$ cat src/rtl/sync_fifo_8x16.sv
// ============================================================================
// Module   : sync_fifo_8x16
// Purpose  : Single-clock byte FIFO, 16 deep, registered read and status flags
// Revision : 1.0
// ============================================================================
`default_nettype none

module sync_fifo_8x16 #(
  parameter  int DATA_W = 8,
  parameter  int DEPTH  = 16,
  localparam int AW     = $clog2(DEPTH)
) (
  input  logic              clk,
  input  logic              reset_n,
  input  logic [DATA_W-1:0] din,
  input  logic              wr_en,
  input  logic              rd_en,
  output logic [DATA_W-1:0] dout,
  output logic              full,
  output logic              empty,
  output logic [AW:0]       data_count
);

  localparam logic [AW:0] c_depth = (AW+1)'(DEPTH);

  logic [DATA_W-1:0] r_mem [0:DEPTH-1];
  logic [AW-1:0]     r_wr_ptr;
  logic [AW-1:0]     r_rd_ptr;
  logic [AW:0]       r_count;
  logic              r_full;
  logic              r_empty;
  logic [DATA_W-1:0] r_dout;

  logic              w_wr_acc;
  logic              w_rd_acc;
  logic [AW:0]       w_count_nxt;

  // Acceptance is gated by the registered flags only, so a full FIFO drops
  // the write and an empty FIFO ignores the read even when both are asserted.
  assign w_wr_acc = wr_en && !r_full;
  assign w_rd_acc = rd_en && !r_empty;

  always_comb begin
    w_count_nxt = r_count;
    case ({w_wr_acc, w_rd_acc})
      2'b10:   w_count_nxt = r_count + 1'b1;
      2'b01:   w_count_nxt = r_count - 1'b1;
      default: w_count_nxt = r_count;
    endcase
  end

  // Storage carries no reset so it can map onto distributed RAM.
  always_ff @(posedge clk) begin
    if (w_wr_acc) begin
      r_mem[r_wr_ptr] <= din;
    end
  end

  always_ff @(posedge clk or negedge reset_n) begin
    if (!reset_n) begin
      r_wr_ptr <= '0;
      r_rd_ptr <= '0;
      r_count  <= '0;
      r_full   <= 1'b0;
      r_empty  <= 1'b1;
      r_dout   <= '0;
    end else begin
      if (w_wr_acc) begin
        r_wr_ptr <= r_wr_ptr + 1'b1;
      end
      if (w_rd_acc) begin
        r_dout   <= r_mem[r_rd_ptr];
        r_rd_ptr <= r_rd_ptr + 1'b1;
      end
      r_count <= w_count_nxt;
      r_full  <= (w_count_nxt == c_depth);
      r_empty <= (w_count_nxt == '0);
    end
  end

  assign dout       = r_dout;
  assign full       = r_full;
  assign empty      = r_empty;
  assign data_count = r_count;

endmodule

`default_nettype wire

$ cat config.mk
export PLATFORM = sky130hd
export DESIGN_NAME = sync_fifo_8x16
export DESIGN_NICKNAME = d
export VERILOG_FILES = /design/src/rtl/sync_fifo_8x16.sv
export SDC_FILE = /design/constraint.sdc
export NUM_CORES = 1
export LEC_CHECK = 0
export CORE_MARGIN = 5
export CORE_UTILIZATION = 30
export DETAILED_ROUTE_END_ITERATION = 12
export PLACE_DENSITY = 0.48
export SYNTH_ARGS = -nofsm -noshare
export SYNTH_HDL_FRONTEND = slang
export SYNTH_SLANG_ARGS = --single-unit
$ cat constraint.sdc
create_clock -name clk -period 6.9 [get_ports clk]
set_input_delay 1.38 -clock clk [delete_from_list [all_inputs] [get_ports clk]]
set_output_delay 1.38 -clock clk [all_outputs]
set_load 0.02 [all_outputs]
==> impl_metrics.py <==
metrics = {
    "run_status": {
        "outcome": "finished, final reports clean",
    },
    "clock_tree": {
        "root_buffer": "clkbuf_16",
        "htree_levels": 4,
        "post_cts_resized": 0,
        "cts_tree": "done",
        "clkSlewWorstSetupHoldPaths_ns": 0.06,
        "clk_latency_ns": 0.42,
        "clock-sinks": 151,
        "clock_path_buffers": 2,
        "postCtsSetupBuffers": 0,
        "ctsHoldBuffers": 0,
        "numCtsBuffers": 17,
    },
    "critical_path": {
        "crit_chain": "clkdlybuf4s50_1, nand2b_1, inv_1, ha_1, xor2_1, ha_1, a21oi_1, mux2i_1, xnor2_1, a311o_1, nor2b_1",
        "crit_fanout": 19,
        "critPathBufInv": 2,
        "critPathRequiredTime_ns": 7.25,
        "cpLargestDelayFamily": "buffers and inverters",
        "crit_type": "primary input to flop",
        "worstSetupStartpointType": "primary input",
        "cp_common_cell": "ha_1",
        "end_kind": "flop",
        "cp.arrival_ns": 4.28,
        "slowest_delay_ns": 0.53,
        "critPathSlowestCell": "nand2b_1",
    },
    "placed_design": {
        "place_hpwl_um": 7709,
        "io_buffers": 26,
        "routabilityCongestion": 0.7712,
    },
    "global_route": {
        "grt_usage": 0.1112,
        "grt-ovfl-total": 0,
        "antenna_found_initial": 0,
        "grt_pass1_vias": 3034,
        "grt_max_degree": 30,
        "grt_pass1_wl_um": 19140,
    },
    "logic_synthesis": {
        "synth-main-ff-cell": "edfxtp_1",
        "yosys_warnings": 0,
        "async_flop_share": 0.1523,
        "synth-compound-area-share": 0.02429,
        "synth_top_family_by_area": "multiplexers",
        "ys_top_cells_by_area": "edfxtp_1 (62%), dfrtp_1 (8.9%), mux4_1 (7.2%)",
        "yosys.area_share.simple": 0.04857,
        "yosys.area.top_type": "edfxtp_1",
        "synth.avg_cell_area_um2": 19.69,
        "synth_xor_area_frac": 0.01700,
        "syn-instance-count": 314,
        "synth_cell_type_count": 41,
        "synth-edff-count": 128,
        "synth_top_area_frac": 0.6217,
        "syn_area_um2": 6182,
        "ys_seq_elements": 151,
        "muxShareOfSynthArea": 0.1579,
        "synthAdderAreaFrac": 0.01821,
        "synth_fp_nets": 335,
        "ys_seq_area_frac": 0.7150,
    },
    "power_and_ir_drop": {
        "cellPowerDensity_nw_per_um2": 432.2,
        "power_leakage_nw": 2.511,
        "ir_drop_mv": 0.1919,
    },
    "detailed_routing": {
        "drtPass1Iterations": 4,
        "vias": 2940,
        "drt_iter0_drc": 205,
        "wire_per_inst_um": 19.87,
        "routed_wl_um": 12460,
        "vias_per_cell": 4.689,
        "drc": 0,
        "ant_nets": 0,
    },
    "layout": {
        "syn_to_final_growth_pct": 19.11,
        "nFillCells": 1835,
        "final_nets": 365,
        "drive_gt1_frac": 0.1681,
        "n_antenna_cell": 0,
        "fin_util": 0.3639,
    },
    "sta": {
        "fin_skew_ns": 0.008367,
        "final_hold_viol_count": 0,
        "relSlewSlack": 0.2543,
        "min_period_ns": 3.937,
        "setup_viol": 0,
        "setup_tns_ns": 0,
        "finalMaxSlewViolations": 0,
        "rsz0062_at_grt": "no",
        "worst_slew_pin_slew_ns": 1.115,
        "max_freq_ghz": 0.2540,
        "fin_crit_sh": 0.5706,
    },
    "floorplanning": {
        "start_util": 0.3055,
        "rows": 52,
        "die_x_um": 153.6,
        "dieArea_um2": 23580,
        "die_y_um": 153.6,
        "core_um2": 20230,
        "ios": 27,
    },
    "job": {
        "cap_violations": 0,
    },
    "min_path": {
        "hp-class": "flop to flop",
    },
}
## stage by stage
step | total power [mW] | instances | hold slack, ns | area [µm²] | setup slack [ns]
after floorplan | 1.894 | 314 | 0.4930 | 6182 | 3.414
after global placement | 2.175 | 595 | 0.4972 | 6694 | 2.617
after detailed placement | 2.185 | 595 | 0.4963 | 6694 | 2.526
after CTS | 3.235 | 627 | 0.5055 | 7363 | 2.977
after global routing | 3.347 | 627 | 0.5384 | 7363 | 2.697
final | 3.182 | 627 | 0.5109 | 7363 | 2.963
## worst paths after layout
kind                       cells after the start     startpoint  slack [ns]             to
max                                           11          rd_en        2.96           full
min                                            1  data_count[4]        0.51  data_count[4]
max reg2reg                                   10          empty        3.76           full
min reg2reg                                    1  data_count[4]        0.51  data_count[4]
max in group asynchronous                      1        reset_n        4.59    r_rd_ptr[0]
min in group asynchronous                      1        reset_n        1.57        dout[1]
## synth_stat cells (2+ instances only)
cell type	instances
a221o_1	8
and2_1	17
buf_1	3
buf_2	2
clkbuf_1	8
dfrtp_1	22
edfxtp_1	128
ha_1	9
inv_1	4
mux2_2	9
mux2i_1	9
mux4_1	17
mux4_2	15
nand2_1	9
nand4_1	2
nor2_1	5
nor2b_1	3
nor3_1	9
o21a_1	2
o21ai_0	2
xnor2_1	8
xor2_1	4
## logic make-up (layout without fill, tap and decap cells)
logic type | count (synthesis) | after routing
AOI/OAI and AO/OA | 18 | 18
xor gates and xnor gates | 12 | 12
adders and majority gates | 9 | 9
buffers and inverters | 21 | 64
DFF | 151 | 151
muxes | 50 | 50
and+or+nand+nor | 53 | 53
## final cells by class
class	count	area [µm²]	share of cell area
well taps	270	337.8	0.04588
flip-flops and latches	151	4422	0.6005
multi-input cells	142	1644	0.2233
repair buffers	28	275.3	0.03738
inverters	4	15.01	0.002039
clock inverters	14	240.2	0.03263
clock buffers	18	429.2	0.05828
## power by group
group          internal (mW)  switching [mW]
clock network          0.655           0.387
registers               1.14           0.149
logic                  0.439           0.413
total                   2.23           0.949
## registers in the layout, indices dropped and copies added (netlist names)
signal / flops
full: 1
r_wr_ptr: 4
r_rd_ptr: 4
dout: 8
empty: 1
r_mem: 128
data_count: 5
## cell usage in the layout, fill, tap and decap left out, types with 2 or more instances in the layout
master	n
dfrtp_1	21
a221o_1	8
o21ai_0	2
inv_8	2
edfxtp_1	128
ha_1	9
mux2i_1	9
nor3_1	9
xnor2_1	8
nor2_1	5
nor2b_1	3
inv_1	4
mux4_1	17
mux2_2	9
nand2_1	9
and2_1	17
inv_6	3
clkdlybuf4s50_1	26
mux4_2	15
nand4_1	2
buf_4	2
clkinv_4	2
xor2_1	4
clkbuf_16	17
o21a_1	2
bufinv_16	5
## layer usage
metal  global-route usage  up-vias  wire length, µm
li1                     -     1335                -
met1               0.1498     1544             5837
met5                    0        -                0
met4              0.03659        0               75
met2               0.1719       55             5953
met3              0.03541        6              593
(Power assumes the default switching activity.)
